==> config.mk <==
export PLATFORM = sky130hd
export DESIGN_NAME = sap1_controller
export DESIGN_NICKNAME = d
export VERILOG_FILES = /design/src/rtl/sap1_controller.sv
export SDC_FILE = /design/constraint.sdc
export NUM_CORES = 1
export LEC_CHECK = 0
export CAP_MARGIN = 40
export CORE_MARGIN = 3
export CORE_UTILIZATION = 40
export CTS_BUF_LIST = sky130_fd_sc_hd__clkbuf_4
export DETAILED_ROUTE_END_ITERATION = 7
export HOLD_SLACK_MARGIN = 0.06
export PLACE_DENSITY = 0.72
export SLEW_MARGIN = 25
export SYNTH_ARGS = -nofsm -noshare
export SYNTH_HDL_FRONTEND = slang
export SYNTH_SLANG_ARGS = --single-unit
==> constraint.sdc <==
create_clock -name clk -period 6.03 [get_ports clk]
set_clock_uncertainty 0.2 [all_clocks]
set_input_delay 1.5075 -clock clk [delete_from_list [all_inputs] [get_ports clk]]
set_output_delay 1.5075 -clock clk [all_outputs]
set_load 0.02 [all_outputs]
==> src/rtl/sap1_controller.sv <==
// SAP-1 control unit: fetch/decode/execute sequencer that owns PC, IR,
// accumulator and output register, reading a 16x8 ROM over a registered
// read port (data returns one cycle after mem_re).
module sap1_controller #(
   parameter int DATA_WIDTH   = 8,
   parameter int ADDRESS_SIZE = 4
) (
   input  logic                    clk,
   input  logic                    rst,
   input  logic                    run,
   output logic                    mem_re,
   output logic [ADDRESS_SIZE-1:0] mem_addr,
   input  logic [DATA_WIDTH-1:0]   mem_data,
   output logic [DATA_WIDTH-1:0]   acc,
   output logic [DATA_WIDTH-1:0]   out_data,
   output logic                    out_valid,
   output logic                    busy,
   output logic                    halted
);

   localparam logic [3:0] OP_LDA = 4'h0;
   localparam logic [3:0] OP_ADD = 4'h1;
   localparam logic [3:0] OP_SUB = 4'h2;
   localparam logic [3:0] OP_OUT = 4'hE;
   localparam logic [3:0] OP_HLT = 4'hF;

   typedef enum logic [2:0] {
      S_IDLE, S_FETCH, S_LATCH, S_OPFETCH, S_EXEC, S_OUTPUT, S_HALT
   } state_t;

   state_t                  state, nxt;
   logic [ADDRESS_SIZE-1:0] pc;
   logic [DATA_WIDTH-1:0]   ir;

   // opcode of the word arriving from ROM and of the latched instruction
   logic [3:0] mem_op, ir_op;
   assign mem_op = mem_data[DATA_WIDTH-1 -: 4];
   assign ir_op  = ir[DATA_WIDTH-1 -: 4];

   // ROM port and status are pure decodes of registered state
   assign mem_re   = (state == S_FETCH) || (state == S_OPFETCH);
   assign mem_addr = (state == S_OPFETCH) ? ir[ADDRESS_SIZE-1:0] : pc;
   assign busy     = (state != S_IDLE) && (state != S_HALT);
   assign halted   = (state == S_HALT);

   // state register plus datapath updates; each register only moves in the
   // one state that owns it, so a reset mid-instruction leaves nothing partial
   always_ff @(posedge clk) begin
      if (rst) begin
         state     <= S_IDLE;
         pc        <= '0;
         ir        <= '0;
         acc       <= '0;
         out_data  <= '0;
         out_valid <= 1'b0;
      end else begin
         state     <= nxt;
         out_valid <= 1'b0;
         case (state)
            S_LATCH: begin
               ir <= mem_data;
               pc <= pc + 1'b1;  // wraps 15 -> 0
            end
            S_EXEC: begin
               case (ir_op)
                  OP_LDA:  acc <= mem_data;
                  OP_ADD:  acc <= acc + mem_data;
                  OP_SUB:  acc <= acc - mem_data;
                  default: acc <= acc;
               endcase
            end
            S_OUTPUT: begin
               out_data  <= acc;
               out_valid <= 1'b1;
            end
            default: ;
         endcase
      end
   end

   // next-state decode; LATCH dispatches on the opcode as it arrives from ROM
   always_comb begin
      nxt = state;
      case (state)
         S_IDLE:    if (run) nxt = S_FETCH;
         S_FETCH:   nxt = S_LATCH;
         S_LATCH: begin
            case (mem_op)
               OP_LDA, OP_ADD, OP_SUB: nxt = S_OPFETCH;
               OP_OUT:                 nxt = S_OUTPUT;
               OP_HLT:                 nxt = S_HALT;
               default:                nxt = S_FETCH;  // unknown opcode acts as NOP
            endcase
         end
         S_OPFETCH: nxt = S_EXEC;
         S_EXEC:    nxt = S_FETCH;
         S_OUTPUT:  nxt = S_FETCH;
         S_HALT:    nxt = S_HALT;
         default:   nxt = S_IDLE;
      endcase
   end

endmodule

==> results_dict.tcl, run 1 <==
set metrics [dict create \
    min_path_type "reg -> reg" \
    grt_overflow 0 \
    setup_tns_ps 0 \
    dp_hpwl_mm 2.738 \
    die_h_um 73.60 \
    syn-cell-area_mm2 0.001828 \
    dr.first_iter.drc_count 105 \
    endpoint_kind "register" \
    reg2reg_depth 10 \
    cp.required_ps 6070 \
    drv_cap 0 \
    p_per_area_mw_per_mm2 184.2 \
    setup_viol 0 \
    synth.avg_cell_area_um2 8.746 \
    firstDrtPassIters 4 \
    critPathKind "in -> reg" \
    rows 23 \
    antenna_left 0 \
    cts_tree "done" \
    async_flop_share_pct 0 \
    die_area_mm2 0.005417 \
    grt_pass1_vias 1424 \
    synth_fa_ha_area_share_pct 7.255 \
    irDropWorstVdd_v 0.0001095 \
    nets 259 \
    grt_max_degree 33 \
    whs_path_depth 2 \
    p_seq_share_pct 54.1 \
    synth_ff_type "dfxtp_1" \
    hold_viol 0 \
    critPathArrivalTime_ps 4040 \
    synth-simple-area-share_pct 18.82 \
    grt.total_usage_pct 15.79 \
    muxShareOfSynthArea_pct 13.96 \
    hold_path_startpoint "acc[0]" \
    clk_pin_slew_ps 90 \
    p_int_w 0.0002952 \
    synth-edff-count 0 \
    syn_inst 209 \
    r2r-start "ir[4]" \
    synth_nets 230 \
    gp_congestion 0.8043 \
    p_switching_w 0.0001165 \
    r2r_end "acc[7]" \
    synth.top_cells.by_count "37 x nor2_1, 32 x dfxtp_1, 21 x mux2i_1, 14 x a21oi_1, 12 x xnor2_1" \
    antenna_cells 0 \
    wl_mm 3.855 \
    max_stage_delay_ps 580 \
    postCtsHoldBufs 0 \
    fin_area_mm2 0.002235 \
    detail_route.vias_per_cell 5.399 \
    drive_gt1_share_pct 6.723 \
    p_leak_nw 0.8694 \
    area_growth_pct 22.24 \
    max_slew.worst_pin.slew_ps 673.5 \
    maxSlewViolCount 0 \
    synth_area_leaders "dfxtp_1 35%, mux2i_1 11%, nor2_1 7.6%" \
    grt_first_pass_wirelength_mm 6.596 \
    cts_buffer_depth 2 \
    path_max_fanout 6 \
    ys_seq_area_share_pct 35.04 \
    antenna_found_initial 0 \
    swShare_pct 28.30 \
    cts.htree.levels 2 \
    crit_path_start_kind "input pin" \
    pwr-share-comb_pct 19.4 \
    vias 1555 \
    port_buffers 34 \
    fin_crit_sh_pct 66.35 \
    yosysTopAreaCell "dfxtp_1" \
    synth-seq-cells 32 \
    cpMaxStageDelayCell "clkdlybuf4s50_1" \
    synth_top_family_by_area "simple AND/OR/NAND/NOR gates" \
    drc 0 \
    whs_endpoint "acc[0]" \
    postCtsResizedCells 0 \
    yosysMostFrequentCell "nor2_1" \
    synth-xor-area-share_pct 7.666 \
    rsz0062_at_grt "false" \
    post_cts_buffers 0 \
    clock-sinks 32 \
    ioPinCount 35 \
    start_util_pct 43.51 \
    die_x_um 73.60 \
    clk_latency_ps 320 \
    worstPathCellList "clkdlybuf4s50_1, inv_1, ha_1, nor2_1, xnor2_1, ha_1, o211ai_1, a21oi_1, a211oi_1, a21oi_1, xnor2_1, a211oi_1" \
    synth_compound_gate_area_share_pct 12.87 \
    cts_root_buf "clkbuf_4" \
    synth_cell_types 41 \
    period_needed_ps 4001 \
    fmax_ghz 0.2500 \
    hold_ws_ps 281.2 \
    slew_headroom_pct 54.98 \
    wl_per_cell_um 13.39 \
    ys.warnings.count 0 \
    rrSetupSlack_ps 3200 \
    synth_top_cell_area_share_pct 35.04 \
    cts_made_buffers 5 \
    place_area_mm2 0.002190 \
    clkPwrFrac_pct 26.5 \
    status "completed" \
    fin_util_pct 53.19 \
    core-area_mm2 0.004202 \
]
-- how the worst max path moves through the flow --
stage,cells past startpoint,end,slack (ps),start
2_1_floorplan,11,acc[7],2490,mem_data[0]
3_3_place_gp,12,acc[7],1780,mem_data[0]
3_5_place_dp,12,acc[7],1700,mem_data[0]
4_1_cts,12,acc[7],2060,mem_data[0]
5_1_grt,11,acc[6],1860,mem_data[1]
6_report,12,acc[7],2030,mem_data[0]
-- power by group through the flow --
stage,Clock (W),Sequential (W),Combinational [W]
2_1_floorplan,0,0.000225,0.0000585
3_3_place_gp,0,0.000227,0.0000794
3_5_place_dp,0,0.000228,0.0000799
4_1_cts,0.000116,0.000223,0.0000807
5_1_grt,0.000123,0.000224,0.0000892
6_report,0.000109,0.000223,0.0000800
-- through the flow --
stage	setup slack (ps)	cells	total power (W)
final	2029	288	0.0004116
after global routing	1858	288	0.0004366
after CTS	2059	288	0.0004198
after detailed placement	1704	281	0.0003074
after global placement	1782	281	0.0003068
after floorplan	2493	209	0.0002836
-- cell families (layout without fill, tap and decap cells) --
family                     after synthesis  in the layout
and+or+nand+nor                         70             70
adders and majority gates               10             10
AOI/OAI and AO/OA                       37             37
xor gates and xnor gates                16             16
DFF                                     32             32
muxes                                   25             25
buffers and inverters                   19             48
-- critical path, delay by kind of cell --
family / cells / cell delay (ps)
AO/OA/AOI/OAI: 5 / 930
XOR/XNOR: 2 / 280
adder cells (fa/ha/maj): 2 / 530
buffers and inverters: 2 / 670
AND/OR/NAND/NOR: 1 / 130
-- layout make-up --
type	instances	area (um^2)
Tap cell	50	62.56
Multi-Input combinational cell	158	1112
Clock buffer	5	37.54
Clock inverter	2	7.507
Fill cell	424	1967
Inverter	5	18.77
Sequential cell	32	640.6
Timing Repair Buffer	36	355.3
-- layer usage --
metal / GRT usage (%) / share of wire, % / up-vias
li1: - / - / 784
met1: 22.13 / 49 / 722
met2: 23.23 / 43 / 45
met3: 4.378 / 6.7 / 4
met4: 5.433 / 1.4 / 0
met5: 0 / 0 / -
-- cell usage in the layout (no fill, tap or decap), types with 2 or more instances in the layout --
cell              n
a211o_1           2
a211oi_1          5
a21oi_1          14
buf_4             2
clkbuf_4          5
clkdlybuf4s50_1  34
clkinv_1          2
dfxtp_1          32
ha_1              9
inv_1             5
mux2_2            4
mux2i_1          21
nand2_1           9
nand2b_1          3
nor2_1           37
nor3_1            7
nor3_2            2
o21a_1            2
o21ai_0           2
o21ai_1           4
or3_1             2
xnor2_1          12
xor2_1            4
-- registers in the layout (all words and copies together), names as in the netlist --
name and flops:
acc 8, pc 4, state 3, out_valid 1
out_data 8, ir 8
No activity file was read; power rests on OpenSTA's default activity.
==> run 2, diff against run 1 <==
- clock period: 6.03 -> 4 ns (I/O delays scaled with it)
==> run 2 against run 1 <==
Count of clock-buffer cells in the layout did not move. Die area is the same. Utilization up 0.63 points.
==> results_dict.tcl, run 2 (synthesis gave the netlist of run 1 again) <==
set metrics [dict create \
    cts.htree.levels 2 \
    clock-sinks 32 \
    die_area_mm2 0.005417 \
    postCtsHoldBufs 0 \
    ioPinCount 35 \
    nets 261 \
    critPathKind "reg -> out" \
    clk_latency_ps 350 \
    worstPathCellList "nor2b_1, nand2_1, mux2_2, clkdlybuf4s50_1" \
    vias 1521 \
    detail_route.vias_per_cell 5.227 \
    path_max_fanout 10 \
    p_leak_nw 0.8778 \
    final_cell_mix "37 x nor2_1, 34 x clkdlybuf4s50_1, 32 x dfxtp_1" \
    max_slew.worst_pin.slew_ps 686.2 \
    port_buffers 34 \
    p_per_area_mw_per_mm2 283.9 \
    cpMaxStageDelayCell "clkdlybuf4s50_1" \
    drive_gt1_share_pct 8.299 \
    antenna_cells 0 \
    rows 23 \
    setup_viol 0 \
    reg.largest.list "acc (8), ir (8), out_data (8)" \
    cp_num_buf_inv 1 \
    dr.first_iter.drc_count 100 \
    cts_made_buffers 5 \
    fin_util_pct 53.81 \
    p_total_w 0.0006418 \
    crit_family "buffers and inverters" \
    start_util_pct 43.51 \
    antenna_found_initial 0 \
    grt_first_pass_wirelength_mm 6.672 \
    clk_pin_slew_ps 110 \
    p_seq_share_pct 52.3 \
    hold_path_startpoint "out_data[0]" \
    grt_overflow 0 \
    fin_crit_sh_pct 83.04 \
    grt_max_degree 20 \
    gp_congestion 0.8389 \
    rsz0062_at_grt "false" \
    wl_per_cell_um 13.44 \
    grt_pass1_vias 1421 \
    crit_path_start_kind "register" \
    r2r-start "ir[4]" \
    pwr-share-comb_pct 19.2 \
    period_needed_ps 3322 \
    setup_tns_ps 0 \
    final_common_cell "nor2_1" \
    dp_hpwl_mm 2.860 \
    max_stage_delay_ps 590 \
    post_cts_buffers 0 \
    die_x_um 73.60 \
    area_growth_pct 23.68 \
    wl_mm 3.912 \
    core-area_mm2 0.004202 \
    p_switching_w 0.0001906 \
    irDropWorstVdd_v 0.0002146 \
    hold_viol 0 \
    postCtsResizedCells 0 \
    p_int_w 0.0004512 \
    critPathArrivalTime_ps 2120 \
    maxSlewViolCount 0 \
    antenna_left 0 \
    hold_ws_ps 301.1 \
    slew_headroom_pct 54.11 \
    cp.required_ps 2800 \
    cts_buffer_depth 2 \
    die_h_um 73.60 \
    fmax_ghz 0.3011 \
    swShare_pct 29.70 \
    grt.total_usage_pct 15.87 \
    status "completed" \
    endpoint_kind "output port" \
    startpoint "state[0]" \
    drc 0 \
    firstDrtPassIters 4 \
    clkPwrFrac_pct 28.5 \
    cts_root_buf "clkbuf_4" \
    min_path_type "reg -> reg" \
    drv_cap 0 \
    cts_tree "done" \
]
run 2: changes by cell type in the layout (fill, tap and decap cells not counted), sizes merged:
| cell | previous run | this run |
|---|---|---|
| clkinv | 2 | 1 |
| buf | 2 | 4 |
| clkinvlp | 0 | 2 |
run 2: metrics by stage:
| step | instance area, um^2 | instances | worst slack (ps) |
|---|---|---|---|
| 2_1_floorplan | 1828 | 209 | 970.0 |
| 3_3_place_gp | 2205 | 283 | 381.1 |
| 3_5_place_dp | 2205 | 283 | 320.2 |
| 4_1_cts | 2261 | 291 | 653.9 |
| 5_1_grt | 2261 | 291 | 409.0 |
| 6_report | 2261 | 291 | 678.4 |
run 2: layout make-up:
type | count | area (um^2)
repair buffers | 38 | 370.4
clock inverters | 3 | 18.77
inverters | 5 | 18.77
fillers | 401 | 1941
flip-flops and latches | 32 | 640.6
well taps | 50 | 62.56
multi-input cells | 158 | 1112
clock buffers | 5 | 37.54
run 2: worst register-to-register path, cell delays in order, from the launching register on:
cell and delay, ps:
dfxtp_1 420, nor4b_4 480, nor2_1 100, xnor2_1 140, ha_1 350, o211ai_1 180, a21oi_1 60, a211oi_1 320
a21oi_1 140, xnor2_1 140, a211oi_1 210
run 2: metal layers:
metal | share of wire (%) | global-route usage [%] | vias to the layer above
li1 | - | - | 784
met4 | 1.9 | 6.640 | 0
met5 | 0 | 0 | -
met3 | 4.9 | 4.104 | 6
met1 | 49 | 21.83 | 698
met2 | 44 | 23.43 | 33
run 2: path summary, 6_finish.rpt:
check | slack, ps | endpoint | depth (start not counted)
worst max-delay path | 680 | mem_addr[0] | 4
worst min-delay path | 300 | out_data[0] | 2
worst max register to register | 1200 | acc[7] | 10
worst min register to register | 300 | out_data[0] | 2
run 2: power by group through the flow:
stage | sequential, W | combinational (W) | clock (W)
after floorplan | 0.000339 | 0.0000882 | 0
after global routing | 0.000337 | 0.000138 | 0.000205
after global placement | 0.000343 | 0.000121 | 0
after CTS | 0.000336 | 0.000123 | 0.000190
after detailed placement | 0.000343 | 0.000123 | 0
final | 0.000336 | 0.000123 | 0.000183
==> run 3, diff against run 2 <==
- PLACE_DENSITY: 0.72 -> 0.75
- clock period: 4 -> 2.8 ns (I/O delays scaled with it)
==> run 3 against run 2 <==
Count of clock-buffer cells in the layout stayed put. Wire length up 14%. Design area increased by 12%. Global-route usage increased by 2.5 points. Via count is 10% higher. Combinational power is 89% higher. Largest power group unchanged. Critical path type is now in -> reg. Total power is 64% higher.
==> results_dict.tcl, run 3 (synthesis gave the netlist of run 1 again) <==
set metrics [dict create \
    rsz0062_at_grt "true" \
    drv_cap 0 \
    antenna_found_initial 0 \
    p_seq_share_pct 45.0 \
    port_buffers 34 \
    ioPinCount 35 \
    worstPathCellList "clkdlybuf4s50_1, nor3_2, a31oi_1, xnor2_1, ha_1, or2_2, a21oi_1, a21oi_1, xnor2_1, a211oi_1" \
    multi_input_area_mm2 0.001145 \
    nFillCells 368 \
    period_needed_ps 2753 \
    cts_made_buffers 5 \
    crit_family "compound AO/OA/AOI/OAI gates" \
    crit_path_start_kind "input pin" \
    path_max_fanout 2 \
    fin_crit_sh_pct 98.32 \
    die_h_um 73.60 \
    firstDrtPassIters 5 \
    rows 23 \
    antenna_left 0 \
    clk_latency_ps 340 \
    cp_num_buf_inv 1 \
    gp_congestion 0.8286 \
    cp.depth 10 \
    place_area_mm2 0.002400 \
    detail_route.vias_per_cell 5.212 \
    vias 1673 \
    critPathKind "in -> reg" \
    maxSlewViolCount 0 \
    swShare_pct 27.10 \
    nets 291 \
    max_stage_delay_ps 510 \
    final_cell_mix "37 x nor2_1, 34 x buf_4, 31 x dfxtp_1" \
    clkPwrFrac_pct 32.8 \
    setup_viol 0 \
    core-area_mm2 0.004202 \
    reg2reg_depth 11 \
    drive_gt1_share_pct 22.51 \
    min_path_type "reg -> reg" \
    p_switching_w 0.0002854 \
    die_area_mm2 0.005417 \
    antenna_cells 0 \
    max_slew.worst_pin.slew_ps 652.3 \
    status "completed" \
    cp.required_ps 2860 \
    cts_root_buf "clkbuf_4" \
    regArea_um2 641.9 \
    grt.total_usage_pct 18.40 \
    p_per_area_mw_per_mm2 415.5 \
    endpoint_kind "register" \
    fmax_ghz 0.3633 \
    cpMaxStageDelayCell "clkdlybuf4s50_1" \
    area_growth_pct 38.67 \
    p_leak_nw 1.070 \
    fin_area_mm2 0.002535 \
    cts_buffer_depth 2 \
    pwr-share-comb_pct 22.1 \
    die_x_um 73.60 \
    cts.htree.levels 2 \
    setup_tns_ps 0 \
    dr.first_iter.drc_count 88 \
    grt_max_degree 17 \
    final_common_cell "nor2_1" \
    p_int_w 0.0007679 \
    irDropWorstVdd_v 0.0002727 \
    whs_path_depth 2 \
    grt_first_pass_wirelength_mm 7.610 \
    reg.largest.list "acc (8), ir (8), out_data (8)" \
    clock-sinks 32 \
    critPathArrivalTime_ps 2810 \
    start_util_pct 43.51 \
    slew_headroom_pct 56.39 \
    grt_pass1_vias 1618 \
    dp_hpwl_mm 3.139 \
    wl_per_cell_um 13.84 \
    cts_tree "done" \
    drc 0 \
    grt_overflow 0 \
    wl_mm 4.443 \
    hold_viol 0 \
    clk_pin_slew_ps 100 \
]
==> run 3: worst paths after layout <==
check / from / to / slack [ps]
setup / recovery: mem_data[4] / acc[7] / 50
setup reg to reg: ir[7] / acc[7] / 200
hold reg to reg: out_data[0] / out_data[0] / 300
hold / removal: out_data[0] / out_data[0] / 300
==> run 3: routing by layer <==
| layer | global-route usage [%] | wire length [um] | vias to the layer above | part of all wire (%) |
|---|---|---|---|---|
| met4 | 6.640 | 83 | 0 | 1.9 |
| li1 | - | - | 849 | - |
| met1 | 23.80 | 1995 | 761 | 45 |
| met3 | 6.019 | 318 | 8 | 7.2 |
| met5 | 0 | 0 | - | 0 |
| met2 | 28.54 | 2044 | 55 | 46 |
==> run 3: power groups by stage <==
stage	clock [W]	combinational (W)	sequential [W]
after floorplan	0	0.000126	0.000485
after global placement	0	0.000214	0.000484
after detailed placement	0	0.000218	0.000484
after CTS	0.000355	0.000228	0.000474
after global routing	0.000376	0.000254	0.000477
final	0.000346	0.000233	0.000474
==> run 3: timing repair <==
item / 4_1_cts / 5_1_grt
cloned: 0 / 0
gates resized for setup: 13 / 5
setup endpoints to repair: 6 / 6
setup buffers: 2 / 2
hold buffers: 0 / 0
hold endpoints to repair: 0 / 0
pin swaps: 9 / 3
==> run 3: cell type report <==
class	instances	share of cell area [%]
repair buffers	68	23.35
flip-flops and latches	32	25.32
inverters	5	0.7404
multi-input cells	158	45.16
well taps	50	2.468
clock buffers	5	1.481
clock inverters	3	1.481
==> run 3: worst min-delay path: cells and delay by family (launching register included) <==
| kind | cells | cell delay (ps) |
|---|---|---|
| compound gates | 1 | 60 |
| flops | 1 | 340 |
| simple gates | 1 | 70 |
==> run 3: metrics by stage <==
stage / hold WS (ps) / utilization, % / total power [W] / setup WS, ps / cells
floorplan: 256.1 / - / 0.0006108 / 70.00 / 209
global placement: 267.7 / 57.12 / 0.0006980 / -447.2 / 309
detailed placement: 266.3 / 57.12 / 0.0007029 / -489.1 / 309
CTS: 284.0 / 59.65 / 0.001058 / 2.481 / 319
global route: 318.5 / 60.33 / 0.001107 / -25.64 / 321
finish: 300.6 / 60.33 / 0.001053 / 47.16 / 321
